==> src/rtl/ipml_fifo_ctrl_v1_5_sync_mc.sv <==
// Single-clock multi-channel FIFO controller: one shared SDP RAM split into c_CH_NUM regions.
// Optional FIFO_CTRL_PEAK_LEVEL_EN adds a per-channel peak water-level output.

module ipml_fifo_ctrl_v1_5_sync_mc_ch #(
    parameter int c_DEPTH_WIDTH      = 9,
    parameter int c_ALMOST_FULL_NUM  = 508,
    parameter int c_ALMOST_EMPTY_NUM = 4
) (
    input  logic                     clk,
    input  logic                     rst,
    input  logic                     i_wreq,
    input  logic                     i_rreq,
    input  logic                     i_flush,
    output logic                     o_wacc,
    output logic                     o_racc,
    output logic [c_DEPTH_WIDTH-1:0] o_wptr,
    output logic [c_DEPTH_WIDTH-1:0] o_rptr,
    output logic                     o_full,
    output logic                     o_afull,
    output logic                     o_empty,
    output logic                     o_aempty,
    output logic [c_DEPTH_WIDTH:0]   o_level,
`ifdef FIFO_CTRL_PEAK_LEVEL_EN
    output logic [c_DEPTH_WIDTH:0]   o_peak,
`endif
    output logic                     o_ovf,
    output logic                     o_udf
);
    localparam int W = c_DEPTH_WIDTH + 1;

    logic [W-1:0] r_wptr, r_rptr, r_level;
    logic         r_full, r_afull, r_empty, r_aempty, r_ovf, r_udf;
    logic [W-1:0] w_wnext, w_rnext, w_lvl_nxt;

    assign o_wacc = i_wreq & ~r_full  & ~i_flush;
    assign o_racc = i_rreq & ~r_empty & ~i_flush;

    assign w_wnext   = i_flush ? '0 : r_wptr + W'(o_wacc);
    assign w_rnext   = i_flush ? '0 : r_rptr + W'(o_racc);
    assign w_lvl_nxt = w_wnext - w_rnext;

    // Flags come from next-state pointers so they match the post-edge pointers.
    always_ff @(posedge clk) begin
        if (rst) begin
            r_wptr   <= '0;
            r_rptr   <= '0;
            r_level  <= '0;
            r_full   <= 1'b0;
            r_afull  <= 1'b0;
            r_empty  <= 1'b1;
            r_aempty <= 1'b1;
            r_ovf    <= 1'b0;
            r_udf    <= 1'b0;
        end else begin
            r_wptr   <= w_wnext;
            r_rptr   <= w_rnext;
            r_level  <= w_lvl_nxt;
            r_full   <= (w_wnext[c_DEPTH_WIDTH] != w_rnext[c_DEPTH_WIDTH]) &&
                        (w_wnext[c_DEPTH_WIDTH-1:0] == w_rnext[c_DEPTH_WIDTH-1:0]);
            r_empty  <= (w_wnext == w_rnext);
            r_afull  <= (w_lvl_nxt >= W'(c_ALMOST_FULL_NUM));
            r_aempty <= (w_lvl_nxt <= W'(c_ALMOST_EMPTY_NUM));
            r_ovf    <= ~i_flush & (r_ovf | (i_wreq & r_full));
            r_udf    <= ~i_flush & (r_udf | (i_rreq & r_empty));
        end
    end

`ifdef FIFO_CTRL_PEAK_LEVEL_EN
    logic [W-1:0] r_peak;

    // Tracks the registered level, so it trails water_level by one cycle.
    always_ff @(posedge clk) begin
        if (rst || i_flush)
            r_peak <= '0;
        else if (r_level > r_peak)
            r_peak <= r_level;
    end

    assign o_peak = r_peak;
`endif

    assign o_wptr   = r_wptr[c_DEPTH_WIDTH-1:0];
    assign o_rptr   = r_rptr[c_DEPTH_WIDTH-1:0];
    assign o_full   = r_full;
    assign o_afull  = r_afull;
    assign o_empty  = r_empty;
    assign o_aempty = r_aempty;
    assign o_level  = r_level;
    assign o_ovf    = r_ovf;
    assign o_udf    = r_udf;
endmodule

module ipml_fifo_ctrl_v1_5_sync_mc #(
    parameter int c_CH_NUM           = 4,
    parameter int c_CH_SEL_WIDTH     = 2,
    parameter int c_DEPTH_WIDTH      = 9,
    parameter int c_ALMOST_FULL_NUM  = 508,
    parameter int c_ALMOST_EMPTY_NUM = 4
) (
    input  logic                                      clk,
    input  logic                                      rst,
    input  logic                                      w_en,
    input  logic [c_CH_SEL_WIDTH-1:0]                 w_ch,
    output logic                                      w_ack,
    output logic [c_CH_SEL_WIDTH+c_DEPTH_WIDTH-1:0]   waddr,
    input  logic                                      r_en,
    input  logic [c_CH_SEL_WIDTH-1:0]                 r_ch,
    output logic                                      r_ack,
    output logic [c_CH_SEL_WIDTH+c_DEPTH_WIDTH-1:0]   raddr,
    input  logic [c_CH_NUM-1:0]                       ch_flush,
    output logic [c_CH_NUM-1:0]                       wfull,
    output logic [c_CH_NUM-1:0]                       almost_full,
    output logic [c_CH_NUM-1:0]                       rempty,
    output logic [c_CH_NUM-1:0]                       almost_empty,
    output logic [c_CH_NUM*(c_DEPTH_WIDTH+1)-1:0]     water_level,
`ifdef FIFO_CTRL_PEAK_LEVEL_EN
    output logic [c_CH_NUM*(c_DEPTH_WIDTH+1)-1:0]     peak_level,
`endif
    output logic [c_CH_NUM-1:0]                       overflow,
    output logic [c_CH_NUM-1:0]                       underflow
);
    localparam int W = c_DEPTH_WIDTH + 1;

    logic [c_CH_NUM-1:0]                    w_wsel, w_rsel, w_wacc, w_racc;
    logic [c_CH_NUM-1:0][c_DEPTH_WIDTH-1:0] w_wptr, w_rptr;
    logic [c_CH_NUM-1:0][W-1:0]             w_lvl;
`ifdef FIFO_CTRL_PEAK_LEVEL_EN
    logic [c_CH_NUM-1:0][W-1:0]             w_peak;
`endif
    logic [c_DEPTH_WIDTH-1:0]               w_wptr_sel, w_rptr_sel;

    // Out-of-range channel selects decode to no channel, so they touch nothing.
    always_comb begin
        w_wsel     = '0;
        w_rsel     = '0;
        w_wptr_sel = '0;
        w_rptr_sel = '0;
        for (int k = 0; k < c_CH_NUM; k++) begin
            if (w_ch == c_CH_SEL_WIDTH'(k)) begin
                w_wsel[k]  = w_en & ~rst;
                w_wptr_sel = w_wptr[k];
            end
            if (r_ch == c_CH_SEL_WIDTH'(k)) begin
                w_rsel[k]  = r_en & ~rst;
                w_rptr_sel = w_rptr[k];
            end
        end
    end

    genvar g;
    generate
        for (g = 0; g < c_CH_NUM; g++) begin : g_ch
            ipml_fifo_ctrl_v1_5_sync_mc_ch #(
                .c_DEPTH_WIDTH      (c_DEPTH_WIDTH),
                .c_ALMOST_FULL_NUM  (c_ALMOST_FULL_NUM),
                .c_ALMOST_EMPTY_NUM (c_ALMOST_EMPTY_NUM)
            ) u_ch (
                .clk      (clk),
                .rst      (rst),
                .i_wreq   (w_wsel[g]),
                .i_rreq   (w_rsel[g]),
                .i_flush  (ch_flush[g]),
                .o_wacc   (w_wacc[g]),
                .o_racc   (w_racc[g]),
                .o_wptr   (w_wptr[g]),
                .o_rptr   (w_rptr[g]),
                .o_full   (wfull[g]),
                .o_afull  (almost_full[g]),
                .o_empty  (rempty[g]),
                .o_aempty (almost_empty[g]),
                .o_level  (w_lvl[g]),
`ifdef FIFO_CTRL_PEAK_LEVEL_EN
                .o_peak   (w_peak[g]),
`endif
                .o_ovf    (overflow[g]),
                .o_udf    (underflow[g])
            );
        end
    endgenerate

    assign w_ack       = |w_wacc;
    assign r_ack       = |w_racc;
    assign waddr       = {w_ch, w_wptr_sel};
    assign raddr       = {r_ch, w_rptr_sel};
    assign water_level = w_lvl;
`ifdef FIFO_CTRL_PEAK_LEVEL_EN
    assign peak_level  = w_peak;
`endif
endmodule

==> config.mk <==
export PLATFORM = sky130hd
export DESIGN_NAME = ipml_fifo_ctrl_v1_5_sync_mc
export DESIGN_NICKNAME = d
export VERILOG_FILES = /design/src/rtl/ipml_fifo_ctrl_v1_5_sync_mc.sv
export SDC_FILE = /design/constraint.sdc
export NUM_CORES = 1
export LEC_CHECK = 0
export ABC_CLOCK_PERIOD_IN_PS = 4750
export CAP_MARGIN = 0
export CORE_ASPECT_RATIO = 0.5
export CORE_UTILIZATION = 57
export DETAILED_ROUTE_END_ITERATION = 10
export GPL_ROUTABILITY_DRIVEN = 0
export GPL_TIMING_DRIVEN = 0
export PLACE_DENSITY = 0.81
export SKIP_LAST_GASP = 1
export SLEW_MARGIN = 20
export SYNTH_ARGS = -nofsm -noshare
export SYNTH_HDL_FRONTEND = slang
export SYNTH_HIERARCHICAL = 1
export SYNTH_SLANG_ARGS = --single-unit
==> constraint.sdc <==
create_clock -name clk -period 4.75 [get_ports clk]
set_clock_uncertainty 0.05 [all_clocks]
set_input_delay 0.95 -clock clk [delete_from_list [all_inputs] [get_ports clk]]
set_output_delay 0.95 -clock clk [all_outputs]
set_load 0.005 [all_outputs]
==> flow_metrics.env <==
export IMPL_status="completed"
export IMPL_min_to="g_ch[0].u_ch/o_udf"
export IMPL_worstPathRequired_ps=5040
export IMPL_cts_root_buf="clkbuf_16"
export IMPL_drc=0
export IMPL_ctsHtreeMaxLevel=4
export IMPL_syn_area_per_cell_um2=9.11
export IMPL_reg2reg_depth=14
export IMPL_syn_nets=1018
export IMPL_cts_tree="yes"
export IMPL_synth_seq_cells=144
export IMPL_slew_headroom_pct=60.8
export IMPL_finalMaxSlewViolations=0
export IMPL_cpMostUsedCell="ha_1"
export IMPL_layout_commonest_cell="nor2_1"
export IMPL_syn_area_mm2=0.00862
export IMPL_async_flop_share_pct=0
export IMPL_portBuffers=99
export IMPL_ir_worst_vdd_mv=0.251
export IMPL_crit_fanout=5
export IMPL_cts_buffers=17
export IMPL_power_leakage_nw=4.44
export IMPL_dr_pass1_iters=7
export IMPL_r2r_setup_slack_ps=1180
export IMPL_wl_mm=22.3
export IMPL_min_path_cells=2
export IMPL_ant_nets=0
export IMPL_critical_path_class="primary input to register"
export IMPL_cp_data_arrival_time_ps=4940
export IMPL_worst_setup_path_end_kind="register"
export IMPL_cts_max_path_buffers=2
export IMPL_max_cap_viol_count=0
export IMPL_layout_common_cells="148 x nor2_1, 144 x dfxtp_1, 94 x clkdlybuf4s50_1, 86 x buf_4, 53 x ha_1"
export IMPL_post_place_ws_ps=-1310
export IMPL_grt_overflow=0
export IMPL_dieArea_mm2=0.0156
export IMPL_area_growth_pct=24.4
export IMPL_clk_pin_slew_worst_paths_ps=60
export IMPL_grt_use_total_pct=29.3
export IMPL_layout_drive_gt1_share_pct=18.2
export IMPL_placedCellCount=1243
export IMPL_grt_max_degree=17
export IMPL_critical_path_max_stage_delay_ps=530
export IMPL_slowest_stage="clkdlybuf4s50_1"
export IMPL_first_iter_violations=719
export IMPL_grt_antenna_before_repair=1
export IMPL_vias=7137
export IMPL_critPathBufInv=1
export IMPL_fin_cells=1282
export IMPL_hpwl_mm=16.5
export IMPL_nets=1144
export IMPL_clk_latency_ps=420
export IMPL_cp_start_kind="primary input"
export IMPL_core_rowCount=31
export IMPL_path_delay_family="simple AND/OR/NAND/NOR gates"
export IMPL_powerDensity_mw_per_mm2=256
export IMPL_worstPathCellList="clkdlybuf4s50_1 -> nor4bb_4 -> nor3b_4 -> ha_1 -> nand3_1 -> nor2_2 -> xnor2_1 -> or2_2 -> ha_1 -> and3_1 -> a221oi_2 -> o21bai_1 -> a21oi_1 -> xor2_1 -> or4_1 -> o22ai_1"
export IMPL_worst_slew_pin_slew_ps=588
export IMPL_diodes=0
export IMPL_r2r_end="g_ch[1].u_ch/o_afull"
export IMPL_yosysSeqAreaShare_pct=33.5
export IMPL_post_drt_wl_per_cell_um=17.4
export IMPL_die_height_um=88.9
export IMPL_grt_pass1_wl_mm=35.3
export IMPL_clock_sinks=144
export IMPL_yosys_warnings=6
export IMPL_via_per_inst=5.57
export IMPL_hold_start="g_ch[0].u_ch/o_udf"
export IMPL_hold_viol_final=0
export IMPL_hold_path_class="register to register"
export IMPL_grt_pass1_vias=6975
export IMPL_reg2reg_from="g_ch[1].u_ch/o_empty"
export IMPL_setup_slack_ps=96.8
export IMPL_period_minus_slack_ps=4650
export IMPL_synthCells=946
export IMPL_initial_core_util_pct=58.9
export IMPL_io_pins=100
export IMPL_power_total_w=0.00274
export IMPL_fp_dieW_um=176
export IMPL_period_share_pct=98.0
export IMPL_setup_viol=0
export IMPL_core_area_mm2=0.0146
export IMPL_maxClockFrequency_mhz=215
export IMPL_synth_ff_type="dfxtp_1"
export IMPL_synth_cell_types=62
export IMPL_synth_edf_count=0
export IMPL_cts_hold_buf=0
## report_power, final
| part | total (W) | internal (W) | switching, W |
|---|---|---|---|
| sequential | 0.00121 | 0.00121 | 0.00000103 |
| clock | 0.00143 | 0.000882 | 0.000545 |
| combinational | 0.000108 | 0.0000451 | 0.0000632 |
| total | 0.00274 | 0.00214 | 0.000609 |
## worst min-delay path: stages (launching register included)
cell and delay (ps):
dfxtp_1 330, a21oi_1 40, nor2_1 60
## repair_timing
action                     4_1_cts  5_1_grt
gates resized for setup         24       34
setup endpoints to repair       25       11
pin swaps                        2        4
buffers inserted                 5        4
## logic make-up (layout without fill, tap and decap cells)
logic type	Yosys count	count (layout)	share of synthesized area, %
xor gates and xnor gates	87	87	9.19
muxes	22	22	5.72
and+or+nand+nor	401	401	24.9
adders and majority gates	60	60	9.06
AOI/OAI and AO/OA	105	105	8.39
DFF	144	144	33.5
buffers and inverters	127	265	9.22
## state kept, by name (all words and copies together), names as in the netlist
register and flops:
g_ch.u_ch/o_full 4, g_ch.u_ch/o_level 40, g_ch.u_ch/r_rptr 40, g_ch.u_ch/o_ovf 4, g_ch.u_ch/o_udf 4, g_ch.u_ch/o_empty 4, g_ch.u_ch/o_aempty 4, g_ch.u_ch/o_afull 4
g_ch.u_ch/r_wptr 40
## layout make-up
class | instances | area, um^2
fillers | 1009 | 3910
inverters | 15 | 56.3
clock buffers | 19 | 433
plain buffers | 111 | 751
clock inverters | 12 | 185
well taps | 198 | 248
repair buffers | 108 | 1050
flip-flops and latches | 144 | 2880
multi-input cells | 675 | 5110
## how the worst max path moves through the flow
stage | depth (start not counted) | endpoint | startpoint
detailed placement | 15 | g_ch[0].u_ch/o_afull | rst
CTS | 16 | g_ch[3].u_ch/o_afull | w_ch[1]
finish | 16 | g_ch[1].u_ch/o_afull | r_en
floorplan | 16 | g_ch[1].u_ch/o_afull | r_ch[0]
global placement | 15 | g_ch[0].u_ch/o_afull | rst
global route | 16 | g_ch[1].u_ch/o_afull | r_en
## synth_stat cells (11+ instances only)
master | count | area share, %
clkbuf_1 | 27 | 1.2
nand2b_1 | 48 | 3.5
and2_1 | 18 | 1.3
a21oi_1 | 29 | 1.7
nor2_1 | 150 | 6.5
mux4_2 | 12 | 3.1
nand4_1 | 11 | 0.80
inv_1 | 15 | 0.65
xnor2_1 | 41 | 4.2
buf_4 | 76 | 6.6
xor2_1 | 42 | 4.3
and3_1 | 18 | 1.3
dfxtp_1 | 144 | 33
a21o_1 | 13 | 1.1
ha_1 | 56 | 8.1
nor2b_1 | 22 | 1.6
nor3_1 | 26 | 1.5
nor3b_1 | 12 | 1.0
nand3_1 | 32 | 1.9
## routing by layer
metal	global-route usage, %	vias to the layer above	routed length (um)	share of wire, %
met5	0	-	0	0
met4	9.96	0	341	1.5
met3	8.42	38	1800	8.1
met2	48.9	284	10300	46
met1	37.0	3361	9860	44
li1	-	3454	-	-
## metrics by stage
stage / area (um^2) / hold WS, ps / util (%) / setup TNS [ps]
floorplan: 8620 / 410 / - / 0
global placement: 9850 / 399 / 67.4 / -19710
detailed placement: 9850 / 409 / 67.4 / -21490
CTS: 10600 / 428 / 72.5 / 0
global route: 10700 / 461 / 73.3 / -8.11
finish: 10700 / 416 / 73.3 / 0
No activity file was read; power rests on OpenSTA's default activity.
